<file path="src/rtl/sobel_edge_detect.sv">
// Sobel 3x3 edge detector: 4-stage pipeline producing one edge pixel per valid window.
// Define SOBEL_GRAY_OUT_EN for a saturated grey-level magnitude output instead of the binary edge.
module sobel_edge_detect #(
    parameter int unsigned COL       = 30,
    parameter int unsigned ROW       = 30,
    parameter int unsigned THRESHOLD = 100
) (
    input  logic       clk,
    input  logic       rst_n,
    input  logic       valid_in,
    input  logic [7:0] matrix_11,
    input  logic [7:0] matrix_12,
    input  logic [7:0] matrix_13,
    input  logic [7:0] matrix_21,
    input  logic [7:0] matrix_22,
    input  logic [7:0] matrix_23,
    input  logic [7:0] matrix_31,
    input  logic [7:0] matrix_32,
    input  logic [7:0] matrix_33,
    output logic [7:0] dout,
    output logic       valid_out,
    output logic       eol,
    output logic       frame_done
);

    localparam int CW = (COL > 1) ? $clog2(COL) : 1;
    localparam int RW = (ROW > 1) ? $clog2(ROW) : 1;
    localparam logic [CW-1:0] COL_LAST = CW'(COL - 1);
    localparam logic [RW-1:0] ROW_LAST = RW'(ROW - 1);

    logic [3:0]    vld_q, vld_d;
    logic [9:0]    gx_p_q, gx_p_d, gx_n_q, gx_n_d;
    logic [9:0]    gy_p_q, gy_p_d, gy_n_q, gy_n_d;
    logic [9:0]    abs_gx_q, abs_gx_d, abs_gy_q, abs_gy_d;
    logic [10:0]   mag_q, mag_d;
    logic [7:0]    dout_q, dout_d;
    logic [CW-1:0] col_q, col_d;
    logic [RW-1:0] row_q, row_d;

    // a + 2b + c, widened to 10 bits so the worst case (1020) fits
    function automatic logic [9:0] wsum(input logic [7:0] a, input logic [7:0] b,
                                        input logic [7:0] c);
        return {2'b00, a} + {1'b0, b, 1'b0} + {2'b00, c};
    endfunction

    function automatic logic [9:0] absdiff(input logic [9:0] p, input logic [9:0] n);
        return (p >= n) ? (p - n) : (n - p);
    endfunction

    always_comb begin
        vld_d    = {vld_q[2:0], valid_in};
        gx_p_d   = gx_p_q;
        gx_n_d   = gx_n_q;
        gy_p_d   = gy_p_q;
        gy_n_d   = gy_n_q;
        abs_gx_d = abs_gx_q;
        abs_gy_d = abs_gy_q;
        mag_d    = mag_q;
        dout_d   = dout_q;
        col_d    = col_q;
        row_d    = row_q;

        if (valid_in) begin
            gx_p_d = wsum(matrix_13, matrix_23, matrix_33);
            gx_n_d = wsum(matrix_11, matrix_21, matrix_31);
            gy_p_d = wsum(matrix_31, matrix_32, matrix_33);
            gy_n_d = wsum(matrix_11, matrix_12, matrix_13);
        end

        if (vld_q[0]) begin
            abs_gx_d = absdiff(gx_p_q, gx_n_q);
            abs_gy_d = absdiff(gy_p_q, gy_n_q);
        end

        if (vld_q[1]) begin
            mag_d = {1'b0, abs_gx_q} + {1'b0, abs_gy_q};
        end

        if (vld_q[2]) begin
`ifdef SOBEL_GRAY_OUT_EN
            dout_d = (mag_q > 11'd255) ? 8'd255 : mag_q[7:0];
`else
            // 32-bit compare so thresholds above the 11-bit range still work
            dout_d = ({21'd0, mag_q} >= 32'(THRESHOLD)) ? 8'd255 : 8'd0;
`endif
        end

        if (vld_q[3]) begin
            if (col_q == COL_LAST) begin
                col_d = '0;
                row_d = (row_q == ROW_LAST) ? '0 : row_q + RW'(1);
            end else begin
                col_d = col_q + CW'(1);
            end
        end
    end

    always_ff @(posedge clk or negedge rst_n) begin
        if (!rst_n) begin
            vld_q    <= '0;
            gx_p_q   <= '0;
            gx_n_q   <= '0;
            gy_p_q   <= '0;
            gy_n_q   <= '0;
            abs_gx_q <= '0;
            abs_gy_q <= '0;
            mag_q    <= '0;
            dout_q   <= '0;
            col_q    <= '0;
            row_q    <= '0;
        end else begin
            vld_q    <= vld_d;
            gx_p_q   <= gx_p_d;
            gx_n_q   <= gx_n_d;
            gy_p_q   <= gy_p_d;
            gy_n_q   <= gy_n_d;
            abs_gx_q <= abs_gx_d;
            abs_gy_q <= abs_gy_d;
            mag_q    <= mag_d;
            dout_q   <= dout_d;
            col_q    <= col_d;
            row_q    <= row_d;
        end
    end

    assign dout       = dout_q;
    assign valid_out  = vld_q[3];
    assign eol        = vld_q[3] && (col_q == COL_LAST);
    assign frame_done = eol && (row_q == ROW_LAST);

endmodule

</file>
<file path="config.mk">
export PLATFORM = sky130hd
export DESIGN_NAME = sobel_edge_detect
export DESIGN_NICKNAME = d
export VERILOG_FILES = /design/src/rtl/sobel_edge_detect.sv
export SDC_FILE = /design/constraint.sdc
export NUM_CORES = 1
export LEC_CHECK = 0
export ABC_AREA = 1
export CORE_ASPECT_RATIO = 1.5
export CORE_MARGIN = 3
export CORE_UTILIZATION = 50
export DETAILED_ROUTE_END_ITERATION = 10
export GPL_ROUTABILITY_DRIVEN = 0
export PLACE_DENSITY = 0.74
export REMOVE_ABC_BUFFERS = 1
export SLEW_MARGIN = 30
export SYNTH_ARGS = -nofsm -noshare
export SYNTH_HDL_FRONTEND = slang
export SYNTH_SLANG_ARGS = --single-unit
</file>
<file path="constraint.sdc">
create_clock -name clk -period 2.67 [get_ports clk]
set_input_delay 0.801 -clock clk [delete_from_list [all_inputs] [get_ports clk]]
set_output_delay 0.801 -clock clk [all_outputs]
set_load 0.01 [all_outputs]
</file>
* Word-level counts from Yosys, hierarchy flattened *
Cells that the tools add are included.

cells by class
  add/subtract/negate cells = 15
  order comparisons = 3
  eq/ne operators = 2
  mux-type cells = 5
  reductions and logical operators = 3

operator list
  kind                                                                                   number
  10-bit by 8-bit adder with 10-bit output                                               4
  8-bit by 9-bit adder with 10-bit output                                                4
  10-bit subtractor                                                                      4
  10-bit greater-or-equal comparator                                                     2
  10-bit two-way mux                                                                     2
  10-bit by 10-bit adder with 11-bit output                                              1
  11-bit by 7-bit greater-or-equal comparator with 1-bit output (second input constant)  1
  5-bit by 1-bit adder with 5-bit output (second input constant)                         2
  5-bit equality test (second input constant)                                            2
  5-bit two-way mux                                                                      2
  8-bit two-way mux                                                                      1
  1-bit logical AND                                                                      2
  2-bit AND reduction                                                                    1

word-level totals
  flip-flop bits (word level) = 93
  input bits = 75
  word-level logic and storage cells = 39

* Longest topological paths before layout *
Gate-level depths: netlist of run 1.

  depth in word-level cells = 3
  gate-level depth with buffers = 15
  depth with buffers taken out = 14

* Worst setup path after synthesis of run 1 *
OpenSTA, ideal clock, no wires.

  kind = input -> register
  start point = input port matrix_13[1]
  end point = register gx_p_q[9]
  arrival time = 2665 ps
  slack = -118 ps
  cell stages on the path = 13
  path through = inv_1 fa_1 inv_1 ha_1 fa_1 nand3_1 nand2_1 nand2_1 nand2_1 a21oi_1 nor2_1 o21ai_0 nand2_1

on the way
  word-level cells in the longest chain between the ends = 2

ends and longest elaborated chain
  element                                   RTL line  RTL
  from (decl)                               13        input logic [7:0] matrix_13,
  8-bit by 9-bit adder with 10-bit output   43        return {2'b00, a} + {1'b0, b, 1'b0} + {2'b00, c};
  10-bit by 8-bit adder with 10-bit output  43
  to (signal assigned)                      113       gx_p_q <= gx_p_d;
  to (decl)                                 32        logic [9:0] gx_p_q, gx_p_d, gx_n_q, gx_n_d;

Every way passes these cells.
A chain may end at the register's enable or synchronous reset.

* Worst setup path after layout of run 1 *
  start point = input port matrix_33[2]
  end point = register gx_p_q[9]

on the way
  word-level cells in the longest chain between the ends = 1

ends and longest elaborated chain
  element                                   RTL line  RTL
  from (decl)                               19        input logic [7:0] matrix_33,
  10-bit by 8-bit adder with 10-bit output  43

Every way passes these cells.

==> impl.org, run 1 <==
** Outcome
- The run finished with clean final reports.

** Yosys
- The synthesized design contains 0 enable-type register cells.
- The Yosys step of the flow raised 0 warnings.
- After synthesis the netlist holds a flip-flop and latch count of 84.
- Distinct cell type count after synthesis :: 40
- For this run, the leading register cell type out of synthesis is sky130_fd_sc_hd__dfrtp_1.
- After synthesis, the share of flip-flops with an asynchronous set or reset is 100%.
- The cell area that synthesis handed to floorplanning was 0.00769 sq mm.
- Per-instance average area after synthesis :: 7.43 sq um
- Portion of the post-synthesis area used by sequential elements :: 27.3%
- After technology mapping, the gate count stands at 1035.

** Cells and area
- The area growth from synthesis to layout is 25.1%.
- # fillers :: 1218
- The sequential cells in the finished layout cover a total of 0.00210 sq mm.
- Non-filler cells, final :: 1365
- Area of the multi-input gates :: 0.00514 sq mm
- Layout cells sized above 1 :: 15.3%
- The net count of the finished layout is 1365.
- Measured on the finished design, the core utilization comes to 65.0%.

** Routing
- The routed design has 19000 um of wire.
- Post-DR wirelength/cell :: 13.9 um
- Detailed routing inserted a total of 6946 vias.
- Vias per std cell :: 5.09
- Drc violations :: 0
- For this block, the initial DRC count from the detailed router was 305.
- ANT nets after route :: 0
- The first TritonRoute pass finished after 7 iterations.

** STA
- Remaining max-slew budget at the tightest pin :: 58.4%
- The total count of max-transition violations in the final report came to 0.
- Min Clock Period, post-route :: 2.62 ns
- The worst path uses 98.0% of the clock period.
- For the pin with the worst max-slew slack, the measured transition is 0.623 ns.
- For this run, the top clock speed supported by timing is 0.382 GHz.
- Setup violations remaining at the end of the flow were counted as 0.
- Worst clock skew :: 0.00670 ns
- Final hold viol count :: 0

** Setup path
- Crit path top cell by count :: sky130_fd_sc_hd__nand2_2
- Arrival time of the worst setup path :: 2.83 ns
- Data on the critical path is required at its endpoint by 2.89 ns.
- In this design, the stage delay of the slowest critical-path cell is 0.55 ns.
- Counting both buffers and inverters, the worst setup path holds a total of 1.
- Slowest cell on the critical path :: sky130_fd_sc_hd__fa_1
- Traced cell by cell, the critical path runs through dlygate4sd2_1, fa_1, fa_2, nand3_2, nand2_2, nand2_2, nand2_2, a21oi_2, nor2_1, o21ai_1, nand2_1.
- Of all nets on the critical path, the largest fanout is 3.
- Kind of start point of the critical path :: primary input
- The worst setup path is captured at a register.
- In this design, the largest share of critical-path delay is due to adder cells.
- Worst setup path class :: in -> reg

** GRT
- The via count of the first global-routing pass is 6998.
- Total gr overflow :: 0
- Antenna violations before repair :: 0
- Across every metal layer, demand over resource in global routing totals 23.1%.
- Entering global routing, the biggest net connects 57 pins.
- Global-route wire length before repair :: 31200 um

** Floorplanning
- After floorplanning, the core was divided into 54 placement rows.
- The die is 107 um wide.
- Once the floorplan was initialized, standard cells occupied 52.0% of the core.
- Core ar. :: 0.0148 sq mm
- Die ar. :: 0.0169 sq mm
- Ports :: 86
- Die height :: 158 um

** Clock tree
- Clock tree synthesis selected as its root buffer the cell sky130_fd_sc_hd__clkbuf_16.
- Clock transition at the registers of the reported paths :: 0.06 ns
- H-tree depth :: 3
- Maximum count of clock buffers along a single path :: 2
- For this design, the sink count on the clock tree is 84.
- Number of CTS-inserted buffers :: 9
- After clock tree synthesis, the flow added hold-fix buffers numbering 0.
- Worst-Skew Late Latency :: 0.34 ns
- CTS tree :: built

** Placed design
- After legalization and detailed placement, the total HPWL measured 15500 um.
- Port Buffers :: 77
- Number of cells in the design after placement :: 1337

** Min path
- Kind of path behind the tightest hold check :: reg -> reg

** Run
- Across the run, the number of max-cap violations was 0.

** Power
- Across the VDD grid, the largest voltage drop is 0.444 mV.
- For this design the static power due to leakage is 5.10 nW.
- Power density of the placed cells :: 860 mW/mm^2
==> cell usage in the layout, fill, tap and decap left out, types with 41 or more instances in the layout <==
cell,instances
sky130_fd_sc_hd__a21oi_1,44
sky130_fd_sc_hd__nand2_1,302
sky130_fd_sc_hd__buf_4,71
sky130_fd_sc_hd__o21ai_0,41
sky130_fd_sc_hd__nor2_1,58
sky130_fd_sc_hd__dfrtp_1,84
sky130_fd_sc_hd__nand3_1,72
sky130_fd_sc_hd__inv_1,142
sky130_fd_sc_hd__clkdlybuf4s50_1,42
sky130_fd_sc_hd__ha_1,73
==> final timing paths <==
| kind | slack (ns) | startpoint | end | cells after the start |
|---|---|---|---|---|
| worst max register to register | 0.51 | gy_p_q[0] | abs_gy_q[8] | 10 |
| max in group asynchronous | 1.60 | rst_n | gx_n_q[6] | 2 |
| worst max-delay path | 0.05 | matrix_33[2] | gx_p_q[9] | 11 |
| worst min-delay path | 0.40 | vld_q[2] | vld_q[3] | 0 |
| worst min register to register | 0.40 | vld_q[2] | vld_q[3] | 0 |
| min in group asynchronous | 0.44 | rst_n | row_q[1] | 1 |
==> cell usage after synthesis (6+ instances only) <==
| cell type | count | area, sq um |
|---|---|---|
| sky130_fd_sc_hd__nand2_1 | 318 | 1190 |
| sky130_fd_sc_hd__dfrtp_1 | 84 | 2100 |
| sky130_fd_sc_hd__ha_1 | 88 | 1100 |
| sky130_fd_sc_hd__clkbuf_1 | 13 | 48.8 |
| sky130_fd_sc_hd__nand2_2 | 6 | 37.5 |
| sky130_fd_sc_hd__fa_1 | 37 | 741 |
| sky130_fd_sc_hd__o22ai_1 | 10 | 62.6 |
| sky130_fd_sc_hd__nand3_2 | 6 | 60.1 |
| sky130_fd_sc_hd__xor2_1 | 12 | 105 |
| sky130_fd_sc_hd__nand3_1 | 76 | 380 |
| sky130_fd_sc_hd__nand4_1 | 15 | 93.8 |
| sky130_fd_sc_hd__xnor2_1 | 10 | 87.6 |
| sky130_fd_sc_hd__a21oi_1 | 53 | 265 |
| sky130_fd_sc_hd__inv_1 | 146 | 548 |
| sky130_fd_sc_hd__o21ai_0 | 43 | 215 |
| sky130_fd_sc_hd__nor2_1 | 58 | 218 |
| sky130_fd_sc_hd__buf_4 | 9 | 67.6 |
==> cells by family after synthesis <==
logic type	after synthesis	synth area share, %
buffers and inverters	177	9.33
DFF	84	27.3
xor gates and xnor gates	22	2.50
adders and majority gates	125	23.9
and+or+nand+nor	497	27.3
AOI/OAI and AO/OA	130	9.56
==> per-layer routing <==
layer	track usage [%]	share of wire, %
met5	0	0
met4	11.3	4.8
met3	2.24	3.1
met2	45.2	54
met1	24.2	38
==> what timing repair did <==
| item | in CTS | in global routing |
|---|---|---|
| endpoints found under the setup margin | 24 | 19 |
| hold endpoints to repair | 0 | 0 |
| buffers inserted | 8 | 5 |
| pin swaps | 31 | 37 |
| gates resized for setup | 65 | 42 |
==> metrics by stage <==
stage          TNS [ns]  instance area [sq um]  power, mW  setup WS, ns  hold slack, ns
4_1_cts               0                   9410       8.20       0.00919           0.400
6_report              0                   9620       8.27        0.0524           0.396
5_1_grt         -0.0559                   9620       9.13       -0.0543           0.408
3_3_place_gp     -13.47                   8970       6.73        -0.679           0.387
3_5_place_dp     -14.47                   8970       6.85        -0.752           0.394
2_1_floorplan    -0.239                   7530       5.49        -0.118           0.375
==> state kept, by name, indices dropped and copies added (netlist names) <==
signal and flops:
abs_gx_q 10, abs_gy_q 10, col_q 5, dout 1, gx_n_q 10, gx_p_q 10
gy_n_q 10, gy_p_q 10, mag_q 9, row_q 5, vld_q 4
==> cell type report <==
cell class              instances  area share [%]
clock buffers                  10            2.48
inverters                     149            5.81
multi-input cells             774            53.4
repair buffers                147            13.4
well taps                     196            2.55
clock inverters                 4           0.533
diodes                          1          0.0260
flip-flops and latches         84            21.8
==> where the power goes <==
part | total (mW) | switching, mW | internal [mW] | leakage, nW
Sequential | 2.00 | 0.313 | 1.69 | 1.02
Combinational | 5.04 | 2.95 | 2.09 | 3.94
Clock | 1.23 | 0.487 | 0.739 | 0.140
(Power assumes the default switching activity.)
==> inputs of run 2 (changes only) <==
--- a/config.mk
+++ b/config.mk
@@ -7,7 +7,6 @@
 export LEC_CHECK = 0
 export ABC_AREA = 1
 export CORE_ASPECT_RATIO = 1.5
-export CORE_MARGIN = 3
 export CORE_UTILIZATION = 50
 export DETAILED_ROUTE_END_ITERATION = 10
 export GPL_ROUTABILITY_DRIVEN = 0
==> run 2 against run 1 <==
Die area fell by 6.2%; sequential cell count did not move; clock skew rose by 0.0020 ns; via count rose by 0.88%; register-to-register slack barely moved; maximum frequency rose by 0.38%; largest cell class unchanged.
==> impl.org, run 2 (same netlist as run 1, synthesis figures left out) <==
** Outcome
- The flow ran to the end, and the final reports show no timing, DRC or antenna violations.

** Placed design
- Area of placed instances :: 0.00899 sq mm (+0.27%)
- Number of cells in the design after placement :: 1341 (+0.30%)
- The count of buffers inserted at the top-level ports was 77 (unchanged).
- The detailed placement HPWL is 15300 um (-1.3%).

** Min path
- In this run the worst hold path is classified as in -> async.

** Cells and area
- The share of cells above drive strength 1 came to 15.3% (unchanged).
- The count of placed standard cells in the final layout, fillers left out is 1368 (+0.22%).
- The area growth from synthesis to layout is 26.1%.
- Final Instance Area :: 0.00970 sq mm (+0.79%)
- Finished Core Util :: 64.4% (-0.68 points)
- Most frequent cells in the layout :: sky130_fd_sc_hd__nand2_1, sky130_fd_sc_hd__inv_1, sky130_fd_sc_hd__dfrtp_1
- Number of nets in the final layout :: 1363 (-0.15%)
- Leading cell type in the layout, fill and taps excluded :: sky130_fd_sc_hd__nand2_1

** GRT
- The sum of overflow across all layers after global routing is 0 (unchanged).
- Aggregate global-route resource usage :: 25.2% (+2.1 points)
- The via count of the first global-routing pass was 6969 (-0.41%).
- Antenna violations before repair :: 0 (unchanged)
- Global-route wire length before repair :: 30800 um (-1.3%)
- Maximum number of pins on one net before global-route repair :: 57 (unchanged)

** Clock tree
- The clock latency on the worst-skew pair came to 0.35 ns (about the same).
- The number of CTS-inserted buffers is 9 (unchanged).
- The total number of clock tree sinks was 84 (unchanged).
- TritonCTS built the clock tree.
- Root buffer selected by CTS :: sky130_fd_sc_hd__clkbuf_16
- The H-tree depth came to 3 (unchanged).
- The CTS clock-pin slew for the worst setup and hold paths came to 0.06 ns (about the same).
- Maximum count of clock buffers along a single path :: 2 (unchanged)

** STA
- Min Clock Period, post-route :: 2.61 ns (-0.0100 ns)
- The final critical-path share of the clock period came to 97.7% (-0.38 points).
- Max-slew violations :: 0 (unchanged)
- Setup repair after global routing missed its margin :: true
- Final Setup Violations :: 0 (unchanged)
- Final hold viol count :: 0 (unchanged)
- Remaining max-slew budget at the tightest pin :: 59.9% (+1.5 points)
- The transition time at the pin with the least slew margin came to 0.600 ns (-0.0223 ns).
- The maximum clock rate was 0.383 GHz (+0.38%).
- The setup clock skew after layout is 0.00870 ns (+0.00200 ns).

** Power
- The worst supply voltage drop on vdd was 0.398 mV (-10%).
- The power density over the cells was 884 mW/mm^2 (+2.8%).
- Sw frac :: 44.5% (-0.85 points)
- Relative contribution of the clock network to total power :: 17.2% (+2.4 points)
- The static leakage came to 5.11 nW (about the same).
- Sequential cell fraction of total power :: 23.3% (-0.9 points)
- The final total power came to 8.57 mW (+3.7%).
- Comb pwr share :: 59.5% (-1.4 points)
- Cell internal power dissipation :: 4.75 mW (+5.3%)
- The power dissipated by switching net loads was 3.82 mW (+1.7%).

** Setup path
- Endpoint kind of the worst setup timing path :: register
- Worst Reg-to-Reg Cells :: 11 (+1)
- The setup path with the least slack is of type in -> reg.
- Highest cell delay on the worst timing path :: 0.49 ns (-0.06 ns)
- Crit path top cell by count :: sky130_fd_sc_hd__nand2_2
- The required arrival time at the worst endpoint was 2.91 ns (+0.02 ns).
- Maximum net fanout on the critical path :: 3 (unchanged)
- Critical Path Start :: matrix_32[0]
- The kind of cell with the highest combined delay along the critical path is adder cells.
- Endpoint of the worst-slack reg-to-reg timing path :: abs_gy_q[8]
- The register-to-register path setup slack was 0.51 ns (about the same).
- Arrival time of the worst setup path :: 2.85 ns (+0.02 ns)
- WP buf/inv :: 1 (unchanged)
- For this design, the slowest cell found on the critical path is sky130_fd_sc_hd__fa_1.
- Kind of start point of the critical path :: primary input
- In this run the critical register-to-register path is launched from gy_n_q[0].
- Ordered list of cells on the worst path :: dlygate4sd2_1, fa_1, ha_2, fa_2, nand3_2, nand2_2, nand2_2, nand2_2, a21oi_2, nor2_1, o21ai_1, nand2_1

** Run
- Max-cap violations :: 0 (unchanged)

** Floorplanning
- Core ar. :: 0.0151 sq mm (+1.9%)
- The number of placement rows is 55 (+1.9%).
- The starting utilization of the core area was 51.1% (-0.95 points).
- Die Wd :: 103 um (-3.7%)
- The number of top-level pins is 86 (unchanged).
- The die outline height is 154 um (-2.5%).
- The die footprint came to 0.0159 sq mm (-6.2%).

** Routing
- The number of remaining DRC errors was 0 (unchanged).
- The wire length per cell after detailed routing came to 13.9 um (+0.16%).
- The number of DRC markers after the initial detailed-route iteration is 289 (-5.2%).
- Total number of vias :: 7007 (+0.88%)
- Initial DRT Pass Iterations :: 5 (-2)
- The remaining number of nets flagged by the antenna check after routing came to 0 (unchanged).
- The number of vias per cell after detailed routing came to 5.12 (+0.66%).
- WL final :: 19100 um (+0.38%)
## run 2: cell count changes in the layout (fill, tap and decap cells not counted), sizes merged, moves of 2 or more
cell | previous run | this run
clkdlybuf4s50 | 42 | 47
buf | 73 | 70
dlymetal6s2s | 10 | 8
dlygate4sd2 | 17 | 14
bufinv | 1 | 3
clkbuf | 12 | 14
## run 2: power groups by stage
stage	registers (mW)	clock network [mW]	logic [mW]
finish	2.00	1.48	5.10
global route	2.06	1.55	5.80
CTS	2.01	1.49	4.96
detailed placement	2.03	0	4.82
global placement	2.01	0	4.73
floorplan	1.94	0	3.55
## run 2: layout make-up
type	instances	area, sq um
Antenna cell	1	2.50
Clock buffer	11	253
Clock inverter	5	108
Fill cell	1264	5370
Inverter	149	559
Multi-Input combinational cell	774	5150
Sequential cell	84	2100
Tap cell	199	249
Timing Repair Buffer	145	1270
## run 2: how the worst max path moves through the flow
stage	end	slack [ns]	cells past startpoint
2_1_floorplan	gx_p_q[9]	-0.12	13
3_3_place_gp	gx_p_q[9]	-0.70	14
3_5_place_dp	gx_p_q[9]	-0.72	14
4_1_cts	gx_p_q[6]	0.007	8
5_1_grt	gy_n_q[8]	-0.05	12
6_report	gy_p_q[9]	0.06	12
## run 2: timing repair
item,CTS,global route
gates resized for setup,60,45
cloned,0,0
hold buffers,0,0
buffers inserted,8,3
pin swaps,29,32
setup endpoints to repair,24,20
## run 2: routing by layer
metal	vias up	part of all wire [%]	routed length [um]	track usage, %
met2	191	55	10400	48.3
met1	3214	37	7070	24.7
met3	47	3.3	620	4.14
li1	3555	-	-	-
met5	-	0	0	0
met4	0	5.0	954	13.6
## run 2: metrics by stage
step,setup TNS (ns),setup slack [ns],hold slack (ns)
after floorplan,-0.239,-0.118,0.375
after global placement,-13.60,-0.697,0.389
after detailed placement,-14.15,-0.717,0.387
after CTS,0,0.00709,0.401
after global routing,-0.168,-0.0532,0.410
final,0,0.0624,0.400
